==> config.mk <==
export PLATFORM = sky130hd
export DESIGN_NAME = rom_arbiter_flat
export DESIGN_NICKNAME = d
export VERILOG_FILES = /design/src/rtl/rom_arb_pkg.sv /design/src/rtl/rom_arbiter_if.sv /design/src/rtl/rom_arb_stats.sv /design/src/rtl/rom_arbiter.sv /design/src/flat_wrapper.sv
export SDC_FILE = /design/constraint.sdc
export NUM_CORES = 1
export LEC_CHECK = 0
export BUFFER_PORTS_ARGS = -buffer_cell sky130_fd_sc_hd__buf_2
export CAP_MARGIN = 20
export CORE_MARGIN = 2
export CORE_UTILIZATION = 28
export CTS_BUF_LIST = sky130_fd_sc_hd__clkbuf_4 sky130_fd_sc_hd__clkbuf_8
export DETAILED_ROUTE_END_ITERATION = 12
export MAX_ROUTING_LAYER = met4
export PLACE_DENSITY = 0.78
export SYNTH_ARGS = -nofsm -noshare
export SYNTH_HDL_FRONTEND = slang
export SYNTH_SLANG_ARGS = --single-unit
==> constraint.sdc <==
create_clock -name CLK -period 1.4 [get_ports CLK]
set_input_delay 0.28 -clock CLK [delete_from_list [all_inputs] [get_ports CLK]]
set_output_delay 0.28 -clock CLK [all_outputs]
set_load 0.05 [all_outputs]
==> src/rtl/rom_arb_pkg.sv <==
// Shared defaults, owner tag and helpers for the two-port ROM arbiter.
package rom_arb_pkg;

  localparam int ADDR_W_DEFAULT     = 10;
  localparam int DATA_W_DEFAULT     = 18;
  localparam int STARVE_MAX_DEFAULT = 4;
  localparam int STAT_W             = 16;

  typedef enum logic [1:0] {
    OWN_NONE = 2'd0,
    OWN_F    = 2'd1,
    OWN_D    = 2'd2
  } owner_e;

  // Width able to hold 0..max_val, never narrower than one bit.
  function automatic int starve_cnt_w(input int max_val);
    return (max_val < 1) ? 1 : $clog2(max_val + 1);
  endfunction

endpackage

==> src/rtl/rom_arbiter_if.sv <==
// Fetch/debug request ports plus the synchronous ROM port, bundled for the arbiter.
interface rom_arbiter_if
  import rom_arb_pkg::*;
#(
  parameter int ADDR_W = ADDR_W_DEFAULT,
  parameter int DATA_W = DATA_W_DEFAULT
) ();

  logic              F_REQ;
  logic [ADDR_W-1:0] F_ADDR;
  logic              F_GNT;
  logic              F_RVALID;
  logic [DATA_W-1:0] F_DATA;

  logic              D_REQ;
  logic [ADDR_W-1:0] D_ADDR;
  logic              D_GNT;
  logic              D_RVALID;
  logic [DATA_W-1:0] D_DATA;

  logic [ADDR_W-1:0] ROM_ADDR;
  logic [DATA_W-1:0] ROM_DATA;

  // The arbiter side.
  modport slave (
    input  F_REQ, F_ADDR, D_REQ, D_ADDR, ROM_DATA,
    output F_GNT, F_RVALID, F_DATA, D_GNT, D_RVALID, D_DATA, ROM_ADDR
  );

  // The requester and ROM side.
  modport master (
    output F_REQ, F_ADDR, D_REQ, D_ADDR, ROM_DATA,
    input  F_GNT, F_RVALID, F_DATA, D_GNT, D_RVALID, D_DATA, ROM_ADDR
  );

endinterface

==> src/rtl/rom_arb_stats.sv <==
// Saturating per-port grant counters; only built when ROM_ARB_STATS_EN is defined.
`ifdef ROM_ARB_STATS_EN
module rom_arb_stats
  import rom_arb_pkg::*;
(
  input  logic              CLK,
  input  logic              RST_N,
  input  logic              f_gnt,
  input  logic              d_gnt,
  output logic [STAT_W-1:0] F_CNT,
  output logic [STAT_W-1:0] D_CNT
);

  localparam logic [STAT_W-1:0] CNT_TOP = '1;

  always_ff @(posedge CLK or negedge RST_N) begin
    if (!RST_N) begin
      F_CNT <= '0;
      D_CNT <= '0;
    end else begin
      if (f_gnt && (F_CNT != CNT_TOP)) begin
        F_CNT <= F_CNT + STAT_W'(1);
      end
      if (d_gnt && (D_CNT != CNT_TOP)) begin
        D_CNT <= D_CNT + STAT_W'(1);
      end
    end
  end

endmodule
`endif

==> src/rtl/rom_arbiter.sv <==
// Two-port (fetch/debug) arbiter in front of a 1-cycle synchronous ROM.
// Optional grant statistics are enabled by defining ROM_ARB_STATS_EN.
module rom_arbiter
  import rom_arb_pkg::*;
#(
  parameter int ADDR_W     = ADDR_W_DEFAULT,
  parameter int DATA_W     = DATA_W_DEFAULT,
  parameter int STARVE_MAX = STARVE_MAX_DEFAULT
) (
  input  logic              CLK,
  input  logic              RST_N,
  rom_arbiter_if.slave      bus
`ifdef ROM_ARB_STATS_EN
  ,
  output logic [STAT_W-1:0] F_CNT,
  output logic [STAT_W-1:0] D_CNT
`endif
);

  localparam int            SW         = starve_cnt_w(STARVE_MAX);
  localparam logic [SW-1:0] STARVE_TOP = SW'(STARVE_MAX);

  owner_e            owner_q, owner_d;
  logic [SW-1:0]     starve_q, starve_d;
  logic              f_gnt, d_gnt;
  logic [ADDR_W-1:0] rom_addr;
  logic [DATA_W-1:0] rom_data;

  always_ff @(posedge CLK or negedge RST_N) begin
    if (!RST_N) begin
      owner_q  <= OWN_NONE;
      starve_q <= '0;
    end else begin
      owner_q  <= owner_d;
      starve_q <= starve_d;
    end
  end

  // Fetch wins unless debug has already watched STARVE_MAX fetch grants go by.
  always_comb begin
    f_gnt    = 1'b0;
    d_gnt    = 1'b0;
    rom_addr = bus.F_ADDR;
    owner_d  = OWN_NONE;
    starve_d = '0;
    if (RST_N) begin
      if (bus.D_REQ && (!bus.F_REQ || (starve_q == STARVE_TOP))) begin
        d_gnt = 1'b1;
      end else if (bus.F_REQ) begin
        f_gnt = 1'b1;
      end
      if (d_gnt) begin
        rom_addr = bus.D_ADDR;
        owner_d  = OWN_D;
      end else if (f_gnt) begin
        owner_d  = OWN_F;
      end
      if (bus.D_REQ && f_gnt && (starve_q != STARVE_TOP)) begin
        starve_d = starve_q + SW'(1);
      end
    end
  end

  assign rom_data     = bus.ROM_DATA;
  assign bus.ROM_ADDR = rom_addr;
  assign bus.F_GNT    = f_gnt;
  assign bus.D_GNT    = d_gnt;
  assign bus.F_RVALID = (owner_q == OWN_F);
  assign bus.D_RVALID = (owner_q == OWN_D);
  assign bus.F_DATA   = rom_data;
  assign bus.D_DATA   = rom_data;

`ifdef ROM_ARB_STATS_EN
  rom_arb_stats u_stats (
    .CLK   (CLK),
    .RST_N (RST_N),
    .f_gnt (f_gnt),
    .d_gnt (d_gnt),
    .F_CNT (F_CNT),
    .D_CNT (D_CNT)
  );
`endif

endmodule

==> src/flat_wrapper.sv <==
// flat-port wrapper written by rule: the top's interface ports become plain ports
module rom_arbiter_flat import rom_arb_pkg::*;
#(
  parameter int ADDR_W     = ADDR_W_DEFAULT,
  parameter int DATA_W     = DATA_W_DEFAULT,
  parameter int STARVE_MAX = STARVE_MAX_DEFAULT
)
  (CLK, RST_N, bus_F_REQ, bus_F_ADDR, bus_D_REQ, bus_D_ADDR, bus_ROM_DATA, bus_F_GNT, bus_F_RVALID, bus_F_DATA, bus_D_GNT, bus_D_RVALID, bus_D_DATA, bus_ROM_ADDR);
  rom_arbiter_if #(.ADDR_W(ADDR_W), .DATA_W(DATA_W)) bus_i ();
  input  logic CLK;
  input  logic RST_N;
  input wire logic [$bits(bus_i.F_REQ)-1:0] bus_F_REQ;
  input wire logic [$bits(bus_i.F_ADDR)-1:0] bus_F_ADDR;
  input wire logic [$bits(bus_i.D_REQ)-1:0] bus_D_REQ;
  input wire logic [$bits(bus_i.D_ADDR)-1:0] bus_D_ADDR;
  input wire logic [$bits(bus_i.ROM_DATA)-1:0] bus_ROM_DATA;
  output wire logic [$bits(bus_i.F_GNT)-1:0] bus_F_GNT;
  output wire logic [$bits(bus_i.F_RVALID)-1:0] bus_F_RVALID;
  output wire logic [$bits(bus_i.F_DATA)-1:0] bus_F_DATA;
  output wire logic [$bits(bus_i.D_GNT)-1:0] bus_D_GNT;
  output wire logic [$bits(bus_i.D_RVALID)-1:0] bus_D_RVALID;
  output wire logic [$bits(bus_i.D_DATA)-1:0] bus_D_DATA;
  output wire logic [$bits(bus_i.ROM_ADDR)-1:0] bus_ROM_ADDR;
  assign bus_i.F_REQ = bus_F_REQ;
  assign bus_i.F_ADDR = bus_F_ADDR;
  assign bus_i.D_REQ = bus_D_REQ;
  assign bus_i.D_ADDR = bus_D_ADDR;
  assign bus_i.ROM_DATA = bus_ROM_DATA;
  assign bus_F_GNT = bus_i.F_GNT;
  assign bus_F_RVALID = bus_i.F_RVALID;
  assign bus_F_DATA = bus_i.F_DATA;
  assign bus_D_GNT = bus_i.D_GNT;
  assign bus_D_RVALID = bus_i.D_RVALID;
  assign bus_D_DATA = bus_i.D_DATA;
  assign bus_ROM_ADDR = bus_i.ROM_ADDR;
  rom_arbiter #(.ADDR_W(ADDR_W), .DATA_W(DATA_W), .STARVE_MAX(STARVE_MAX)) u_core (.CLK(CLK), .RST_N(RST_N), .bus(bus_i));
endmodule
==> results.txt, run 1 <==
----------------------------------------------------
[Synth]
  Number of flops mapped to enable cells by yosys ... 0
  Most used standard cells in the synthesized netlist ... 36 x sky130_fd_sc_hd__buf_4, 9 x sky130_fd_sc_hd__mux2_4, 5 x sky130_fd_sc_hd__dfrtp_1
  Number of synthesized register bits ... 5
  Flip-flop cell with the highest count after synthesis ... sky130_fd_sc_hd__dfrtp_1
  Most used standard cell by instance count after synthesis ... sky130_fd_sc_hd__buf_4
  Synthesized net count ... 113
  Synth area leaders ... sky130_fd_sc_hd__buf_4 41%, sky130_fd_sc_hd__mux2_4 21%, sky130_fd_sc_hd__dfrtp_1 19%, sky130_fd_sc_hd__ha_1 3.8%, sky130_fd_sc_hd__nor2b_1 1.9%
  Proportion of synthesized chip area in sequential cells ... 0.190
  Number of warning messages in the yosys log ... 0
  Distinct cell type count of the synthesized netlist ... 15
  Cell type contributing the most total cell area after synthesis ... sky130_fd_sc_hd__buf_4
  Netlist area before placement ... 658 sq um
  Cell count after synthesis ... 69
  Synthesized area per cell ... 9.54 sq um
  Post-synth top area share ... 0.411
  Async S/R FF share, synth ... 1.00

[Pwr]
  Worst vdd rail ir drop ... 0.000362 V
  Power Density ... 685 nW/um^2
  Static leakage ... 0.485 nW

[Setup path]
  Critical path endpoint category ... output pin
  Arrival time reported for the critical path endpoint ... 1.69 ns
  Startpoint-to-endpoint class of the critical path ... reg -> out
  Worst R2R Setup Slack ... 0.09 ns
  Worst EP required ... 1.12 ns
  Cells along the critical path ... inv_2, ha_4, a21boi_4, nor2_4, clkbuf_16, mux2_4, buf_8
  Sort of element at the start of the critical path ... flip-flop
  Highest net fanout along the worst path ... 5
  Crit-path max cell delay ... 0.37 ns
  Slowest cell on crit path ... sky130_fd_sc_hd__dfrtp_1

[Die]
  Chip width ... 52.5 um
  Die Footprint ... 2750 sq um
  Effective utilization at floorplan ... 0.298
  Height of the die ... 52.5 um
  # IOs ... 92
  Core footprint ... 2210 sq um
  Total number of placement rows ... 17

[Outcome]
  Outcome ... finished, violations left
  Failing checks ... negative setup slack

[Placed design]
  DP Wirelength ... 1.10 mm
  Gp weighted congestion ... 0.618
  Port Buf Inserts ... 37
  Dpl cell area ... 671 sq um

[Global routing]
  Pin count of the biggest net entering global routing ... 11
  Antenna violations before repair ... 0
  Via count of the first global-routing pass ... 475
  Global Route Usage Sum ... 0.0999
  Remaining Overflow, GRT ... 0
  Wire length of the first global-routing pass ... 1.86 mm

[Route]
  Antenna violation net count after detailed routing ... 0
  Via total after detailed routing ... 461
  DR DRC count ... 0
  Drt wl/cell ... 12.3 um
  1st-iter DRT viols ... 2
  Total Wirelength ... 1.45 mm
  Post-DR vias/cell ... 3.91
  First-pass DRT Iterations ... 2

[CTS]
  Number of buffers created by CTS ... 3
  CTS tree ... yes
  Number of clock sinks seen by CTS ... 5
  Maximum level of the CTS H-tree ... 1
  CTS root buffer ... sky130_fd_sc_hd__clkbuf_4
  CTS max path bufs ... 2
  Worst skew pair latency ... 0.24 ns
  Clock transition at the registers of the reported paths ... 0.04 ns

[Hold path]
  Classification of the worst-slack hold path ... in -> reg

[Timing]
  Shortest clock period the worst path allows after layout ... 1.97 ns
  RSZ-0062 raised after global routing ... true
  Hold violation total from the final report ... 0
  Min setup slack post-route ... -0.575 ns
  Worst-case headroom to the max-slew limit ... 0.831
  Measured slew at the worst slew-check pin ... 0.253 ns
  Clock Skew ... 0.00153 ns
  Count of final setup violators ... 12
  Timing-limited maximum frequency ... 506 MHz
  Post-route fraction of the period consumed by the critical path ... 1.41
  Number of max-slew violations in the final report ... 0

[Final layout]
  Post-layout net count ... 135
  # diodes ... 0
  Growth of design area from synthesis to finish ... 39.9%
  Summed area of non-filler cells in the final layout ... 921 sq um
  Share of post-route cells with drive strength above 1 ... 0.811
  Final core area utilization ... 0.416

[Job]
  Max-cap check violation count ... 0

----------------------------------------------------
==> stage by stage <==
stage	setup TNS (ns)	hold WS, ns	setup WS (ns)	power, mW	std cells
after floorplan	-2.69	-0.0156	-0.278	0.585	69
after global placement	-3.49	0.195	-0.341	0.378	104
after detailed placement	-3.95	0.201	-0.384	0.382	104
after CTS	-6.40	0.333	-0.591	0.621	113
after global routing	-6.87	0.470	-0.634	0.665	118
final	-6.15	0.462	-0.575	0.631	118
==> flip-flops by register name (all words and copies together), names as in the netlist <==
register         flops
u_core.starve_q      3
u_core.owner_q       2
==> where the power goes <==
part           switching (mW)  internal (mW)  total [mW]
clock                  0.0559          0.127       0.183
sequential            0.00184          0.149       0.151
combinational           0.155          0.143       0.297
total                   0.212          0.419       0.631
==> final timing paths <==
kind,from,cells after the start,to
max,u_core.starve_q[0],7,bus_ROM_ADDR[0]
min,bus_F_REQ,4,u_core.owner_q[0]
max reg2reg,u_core.starve_q[1],7,u_core.owner_q[1]
min reg2reg,u_core.starve_q[1],4,u_core.starve_q[1]
max in group asynchronous,RST_N,3,u_core.owner_q[1]
min in group asynchronous,RST_N,3,u_core.starve_q[0]
==> final cells by class <==
type / instances / area [sq um]
clock buffers: 4 / 30.0
flip-flops and latches: 5 / 125
fillers: 212 / 1290
repair buffers: 54 / 435
multi-input cells: 24 / 284
well taps: 28 / 35.0
inverters: 3 / 11.3
==> critical path, delay by kind of cell, from the launching register on <==
| kind | cells | cell delay (ns) |
|---|---|---|
| flops | 1 | 0.37 |
| compound gates | 1 | 0.06 |
| mux | 1 | 0.30 |
| simple gates | 1 | 0.17 |
| buf+inv | 3 | 0.39 |
| fa+ha+maj | 1 | 0.15 |
==> placed cells by master (no fill, tap or decap), types with 3 or more instances in the layout <==
cell and n:
sky130_fd_sc_hd__buf_8 3, sky130_fd_sc_hd__buf_2 25, sky130_fd_sc_hd__buf_6 10, sky130_fd_sc_hd__buf_4 13, sky130_fd_sc_hd__nor2_1 3, sky130_fd_sc_hd__dfrtp_1 5
sky130_fd_sc_hd__clkbuf_4 4, sky130_fd_sc_hd__mux2_4 10
==> repair_timing <==
action                     4_1_cts  5_1_grt
cloned                           0        1
hold buffers                     1        0
resized for setup               28        7
buffers inserted                 4        5
hold endpoints to repair         5        0
pin swaps                        1        3
setup endpoints to repair       12       12
==> routing by layer <==
layer / vias to the layer above / routed length, um / track usage
met1: 204 / 434 / 0.0780
met4: 0 / 0 / 0.0342
met2: 33 / 831 / 0.185
met3: 0 / 183 / 0.0629
li1: 224 / - / -
met5: - / 0 / -
==> cell families (layout without fill, tap and decap cells) <==
logic type      after synthesis  in the layout  share of synthesized area
compound gates                2              2                     0.0266
xor+xnor                      1              1                     0.0133
fa+ha+maj                     2              2                     0.0380
buf+inv                      40             61                      0.445
flops                         5              5                      0.190
mux                          10             10                      0.222
simple gates                  9              9                     0.0646
Note: power is estimated with default switching activity, not from simulation.
==> run 2: changes to the inputs <==
- CORE_ASPECT_RATIO: default -> 1.5
==> run 2 against run 1 <==
Net effect: setup slack gained 0.0076 ns; clock skew rose by 0.0028 ns; first-iteration DRC count grew 100%; sequential cell count unchanged; via count is 5.2% higher; count of clock-buffer cells in the layout is the same; the run still ends with negative setup slack left; sequential share of layout area grew 0.56 points; utilization is 2.0 points lower; wire length up 9.7%; total power up 1.2%; global-route usage up 2.2 points; critical path type unchanged; final area decreased by 3.9%.
==> results.txt, run 2 (synthesis gave the netlist of run 1 again) <==
----------------------------------------------------
[Global routing]
  Global Route Usage Sum ... 0.122
  Via count of the first global-routing pass ... 533
  Pin count of the biggest net entering global routing ... 11
  Remaining Overflow, GRT ... 0
  Wire length of the first global-routing pass ... 2.39 mm
  Antenna violations before repair ... 0

[Route]
  DR DRC count ... 0
  First-pass DRT Iterations ... 4
  1st-iter DRT viols ... 4
  Total Wirelength ... 1.59 mm
  Drt wl/cell ... 14.6 um
  Via total after detailed routing ... 485
  Antenna violation net count after detailed routing ... 0
  Post-DR vias/cell ... 4.45

[Setup path]
  Critical path endpoint category ... output pin
  Reg-to-reg critical path endpoint ... u_core.starve_q[0]
  Highest net fanout along the worst path ... 5
  Sort of element at the start of the critical path ... flip-flop
  Register-to-Register Path Depth ... 6
  Worst EP required ... 1.12 ns
  Arrival time reported for the critical path endpoint ... 1.69 ns
  Worst r2r src ... u_core.starve_q[0]
  Worst setup path endpoint ... bus_ROM_ADDR[1]
  Start point of the critical path ... u_core.starve_q[0]
  Startpoint-to-endpoint class of the critical path ... reg -> out
  Worst R2R Setup Slack ... 0.21 ns

[CTS]
  Clock transition at the registers of the reported paths ... 0.05 ns
  Maximum level of the CTS H-tree ... 1
  Worst skew pair latency ... 0.25 ns
  CTS tree ... yes
  CTS root buffer ... sky130_fd_sc_hd__clkbuf_4
  Number of buffers created by CTS ... 3
  Number of clock sinks seen by CTS ... 5
  CTS max path bufs ... 2

[Timing]
  Min setup slack post-route ... -0.567 ns
  Worst-case headroom to the max-slew limit ... 0.825
  Measured slew at the worst slew-check pin ... 0.261 ns
  Shortest clock period the worst path allows after layout ... 1.97 ns
  RSZ-0062 raised after global routing ... true
  Hold violation total from the final report ... 0
  Post-route fraction of the period consumed by the critical path ... 1.40
  Timing-limited maximum frequency ... 508 MHz
  Clock Skew ... 0.00438 ns
  Count of final setup violators ... 12
  Number of max-slew violations in the final report ... 0

[Final layout]
  Registers with the most flip-flops ... u_core.starve_q: 3 flops, u_core.owner_q: 2 flops
  Most common library cell in the layout ignoring fill and taps ... sky130_fd_sc_hd__buf_2
  Share of post-route cells with drive strength above 1 ... 0.802
  Summed area of non-filler cells in the final layout ... 885 sq um
  Area occupied by multi-input gates ... 284 sq um
  Area taken by flip-flops and latches ... 125 sq um
  Flip-flop count of the largest register after layout ... 3
  Number of filler instances in the final layout ... 219
  Final core area utilization ... 0.396
  Largest register by flop count ... u_core.starve_q
  Post-route non-filler standard cell count ... 109
  Growth of design area from synthesis to finish ... 34.4%
  Most frequent cells in the layout ... 25 x sky130_fd_sc_hd__buf_2, 10 x sky130_fd_sc_hd__mux2_4, 10 x sky130_fd_sc_hd__buf_6
  # diodes ... 0
  Post-layout net count ... 131

[Placed design]
  DP Wirelength ... 1.21 mm
  Dpl cell area ... 664 sq um
  Port Buf Inserts ... 37
  Post-Place Worst Slack ... -0.400 ns
  # placed instances ... 99
  Gp weighted congestion ... 0.668

[Pwr]
  Total power ... 0.639 mW
  Power Density ... 722 nW/um^2
  Part of the power in combinational logic ... 0.459
  Static leakage ... 0.463 nW
  Switching power ... 0.223 mW
  Internal power ... 0.416 mW
  Worst vdd rail ir drop ... 0.000315 V
  Sequential share of power ... 0.237
  Switching part of the total ... 0.349
  Clock Power Share ... 0.304

[Job]
  Max-cap check violation count ... 0

[Die]
  Total number of placement rows ... 21
  Die Footprint ... 2760 sq um
  Effective utilization at floorplan ... 0.295
  # IOs ... 92
  Chip width ... 43.6 um
  Core footprint ... 2230 sq um
  Height of the die ... 63.4 um

[Outcome]
  Failing checks ... negative setup slack
  Outcome ... finished, violations left

[Hold path]
  Classification of the worst-slack hold path ... in -> reg
  Hold Path Depth ... 4

----------------------------------------------------
==> run 2: critical path, cell delays in order (launching register included) <==
cell and delay (ns):
sky130_fd_sc_hd__dfrtp_1 0.39, sky130_fd_sc_hd__inv_2 0.07, sky130_fd_sc_hd__ha_4 0.14, sky130_fd_sc_hd__a21boi_4 0.06
sky130_fd_sc_hd__nor2_4 0.16, sky130_fd_sc_hd__clkbuf_16 0.18, sky130_fd_sc_hd__mux2_4 0.30, sky130_fd_sc_hd__buf_6 0.15
==> run 2: cell type report <==
class,count,area share
Clock buffer,4,0.0339
Sequential cell,5,0.141
Tap cell,23,0.0325
Timing Repair Buffer,50,0.458
Inverter,3,0.0127
Multi-Input combinational cell,24,0.321
==> run 2: repair_timing <==
action | in CTS | in global routing
setup endpoints to repair | 12 | 12
resized for setup | 28 | 7
setup buffers | 4 | 2
gates cloned | 0 | 1
hold buffers | 1 | 0
pin swaps | 1 | 1
hold endpoints to repair | 5 | 0
==> run 2: power groups by stage <==
stage               clock network [mW]  logic [mW]  registers [mW]
global placement                     0       0.225           0.153
detailed placement                   0       0.228           0.153
finish                           0.194       0.293           0.151
CTS                              0.204       0.278           0.151
floorplan                            0       0.432           0.153
global route                     0.214       0.308           0.152
==> run 2: worst min path at each step <==
stage,end,slack (ns),startpoint
CTS,u_core.owner_q[1],0.43,RST_N
detailed placement,u_core.starve_q[1],0.20,RST_N
finish,u_core.owner_q[0],0.45,bus_F_REQ
floorplan,u_core.owner_q[0],-0.02,RST_N
global placement,u_core.starve_q[1],0.19,RST_N
global route,u_core.owner_q[0],0.45,bus_F_REQ
==> run 2: metrics by stage <==
stage	hold WS (ns)	TNS [ns]
after floorplan	-0.0156	-2.69
after global placement	0.190	-3.55
after detailed placement	0.196	-4.10
after CTS	0.431	-6.62
after global routing	0.453	-7.12
final	0.450	-6.16
==> run 2: routing by layer <==
layer	global-route usage	up-vias	routed length, um
met4	0.0985	0	41
met3	0.0430	13	269
met5	-	-	0
met2	0.217	44	866
met1	0.0912	212	412
li1	-	216	-
==> run 3: changes to the inputs <==
- clock period: 1.4 -> 1.8 ns (I/O delays scaled with it)
==> run 3 against run 2 <==
Net effect: the flow still finishes with violations (negative setup slack); combinational power is 22% lower; setup slack better by 0.30 ns; critical path depth stayed put; via count is 1.2% higher; count of clock-buffer cells in the layout stayed put; non-clock buffer count is 3 lower; cell count is 2.8% lower; critical endpoint is now bus_ROM_ADDR[3]; highest routed layer unchanged.
==> results.txt, run 3 (synthesis gave the netlist of run 1 again) <==
----------------------------------------------------
[Job]
  Max-cap check violation count ... 0

[Setup path]
  Crit-path max cell delay ... 0.38 ns
  Register-to-Register Path Depth ... 7
  Worst EP required ... 1.44 ns
  Critical path endpoint category ... output pin
  Worst r2r src ... u_core.starve_q[0]
  Arrival time reported for the critical path endpoint ... 1.71 ns
  Slowest cell on crit path ... sky130_fd_sc_hd__dfrtp_1
  Cell family contributing the most delay on the critical path ... buffers and inverters
  Reg-to-reg critical path endpoint ... u_core.owner_q[1]
  Worst R2R Setup Slack ... 0.47 ns
  Sort of element at the start of the critical path ... flip-flop
  Buf/Inv on CP ... 3
  Highest net fanout along the worst path ... 4
  Startpoint-to-endpoint class of the critical path ... reg -> out
  Cells along the critical path ... inv_2, ha_4, a21boi_4, nor2_4, clkbuf_16, mux2_4, buf_6

[Final layout]
  Most common library cell in the layout ignoring fill and taps ... sky130_fd_sc_hd__buf_2
  Share of post-route cells with drive strength above 1 ... 0.807
  Most frequent cells in the layout ... 25 x sky130_fd_sc_hd__buf_2, 10 x sky130_fd_sc_hd__mux2_4, 10 x sky130_fd_sc_hd__buf_6
  Registers with the most flip-flops ... u_core.starve_q: 3 flops, u_core.owner_q: 2 flops
  # diodes ... 0
  Largest register by flop count ... u_core.starve_q
  Post-route non-filler standard cell count ... 106
  Post-layout net count ... 128
  Flip-flop count of the largest register after layout ... 3
  Growth of design area from synthesis to finish ... 30.4%
  Number of filler instances in the final layout ... 216

[CTS]
  Maximum level of the CTS H-tree ... 1
  Clock transition at the registers of the reported paths ... 0.04 ns
  CTS max path bufs ... 2
  Number of clock sinks seen by CTS ... 5
  CTS tree ... yes
  Number of buffers created by CTS ... 3
  CTS root buffer ... sky130_fd_sc_hd__clkbuf_4
  Worst skew pair latency ... 0.24 ns

[Pwr]
  Power Density ... 571 nW/um^2
  Worst vdd rail ir drop ... 0.000307 V
  Static leakage ... 0.450 nW
  Total power ... 0.490 mW

[Die]
  Core footprint ... 2230 sq um
  Die Footprint ... 2760 sq um
  Total number of placement rows ... 21
  Chip width ... 43.6 um
  Height of the die ... 63.4 um
  Effective utilization at floorplan ... 0.295
  # IOs ... 92

[Timing]
  Count of final setup violators ... 12
  Final hold slack ... 0.0231 ns
  Post-route fraction of the period consumed by the critical path ... 1.15
  Hold violation total from the final report ... 0
  Shortest clock period the worst path allows after layout ... 2.07 ns
  Measured slew at the worst slew-check pin ... 0.252 ns
  Worst-case headroom to the max-slew limit ... 0.833
  RSZ-0062 raised after global routing ... true
  Timing-limited maximum frequency ... 483 MHz
  Setup TNS Final ... -2.67 ns
  Clock Skew ... 0.00433 ns
  Number of max-slew violations in the final report ... 0
  Min setup slack post-route ... -0.270 ns

[Global routing]
  Antenna violations before repair ... 0
  Wire length of the first global-routing pass ... 2.48 mm
  Global Route Usage Sum ... 0.129
  Pin count of the biggest net entering global routing ... 8
  Via count of the first global-routing pass ... 519
  Remaining Overflow, GRT ... 0

[Outcome]
  Failing checks ... negative setup slack
  Outcome ... finished, violations left

[Placed design]
  Port Buf Inserts ... 37
  Gp weighted congestion ... 0.612
  Post-Place Worst Slack ... -0.0885 ns
  # placed instances ... 97

[Hold path]
  Classification of the worst-slack hold path ... in -> async

[Route]
  1st-iter DRT viols ... 3
  Total Wirelength ... 1.75 mm
  Drt wl/cell ... 16.5 um
  Post-DR vias/cell ... 4.63
  Via total after detailed routing ... 491
  DR DRC count ... 0
  First-pass DRT Iterations ... 4
  Antenna violation net count after detailed routing ... 0

----------------------------------------------------
==> run 3: cell count changes in the layout (fill, tap and decap cells not counted), sizes merged <==
cell         delta
dlygate4sd3     -1
buf             -2
==> run 3: worst max path at each step <==
| stage | endpoint | depth (start not counted) | from |
|---|---|---|---|
| after CTS | bus_ROM_ADDR[2] | 7 | u_core.starve_q[0] |
| after detailed placement | bus_ROM_ADDR[2] | 7 | u_core.starve_q[0] |
| after global routing | bus_ROM_ADDR[1] | 7 | u_core.starve_q[0] |
| after floorplan | bus_ROM_ADDR[0] | 6 | u_core.starve_q[0] |
| final | bus_ROM_ADDR[3] | 7 | u_core.starve_q[0] |
| after global placement | bus_ROM_ADDR[6] | 7 | u_core.starve_q[1] |
==> run 3: area by class of cell <==
class / instances / area [sq um] / area share
timing repair buffer: 47 / 388 / 0.452
multi-input combinational: 24 / 275 / 0.321
sequential: 5 / 125 / 0.146
clock buffer: 4 / 30.0 / 0.0350
tap: 23 / 28.8 / 0.0335
inverter: 3 / 11.3 / 0.0131
==> run 3: per-layer routing <==
metal | up-vias | global-route usage | wire [um]
met1 | 207 | 0.0757 | 370
li1 | 210 | - | -
met3 | 18 | 0.106 | 379
met4 | 0 | 0.0530 | 77
met5 | - | - | 0
met2 | 56 | 0.237 | 918
==> run 3: timing repair <==
action,4_1_cts,5_1_grt
cloned,1,0
setup buffers,2,3
endpoints found under the setup margin,12,12
hold buffers,0,0
gates resized for setup,35,6
hold endpoints to repair,0,0
pin swaps,2,0
==> run 3: stage by stage <==
step	util	cell area (sq um)
final	0.384	858
after CTS	0.374	836
after global placement	0.290	647
after floorplan	-	664
after detailed placement	0.290	647
after global routing	0.384	858
==> run 3: where the power goes <==
group          switching [mW]  internal [mW]
clock                  0.0452         0.0988
combinational           0.122          0.107
sequential            0.00162          0.116
==> run 3: worst reg2reg max path: cells and delay by family, from the launching register on <==
family | cells | cell delay, ns
AO/OA/AOI/OAI | 1 | 0.19
adder cells (fa/ha/maj) | 1 | 0.16
flip-flops | 1 | 0.35
AND/OR/NAND/NOR | 1 | 0.08
buffers and inverters | 4 | 0.45
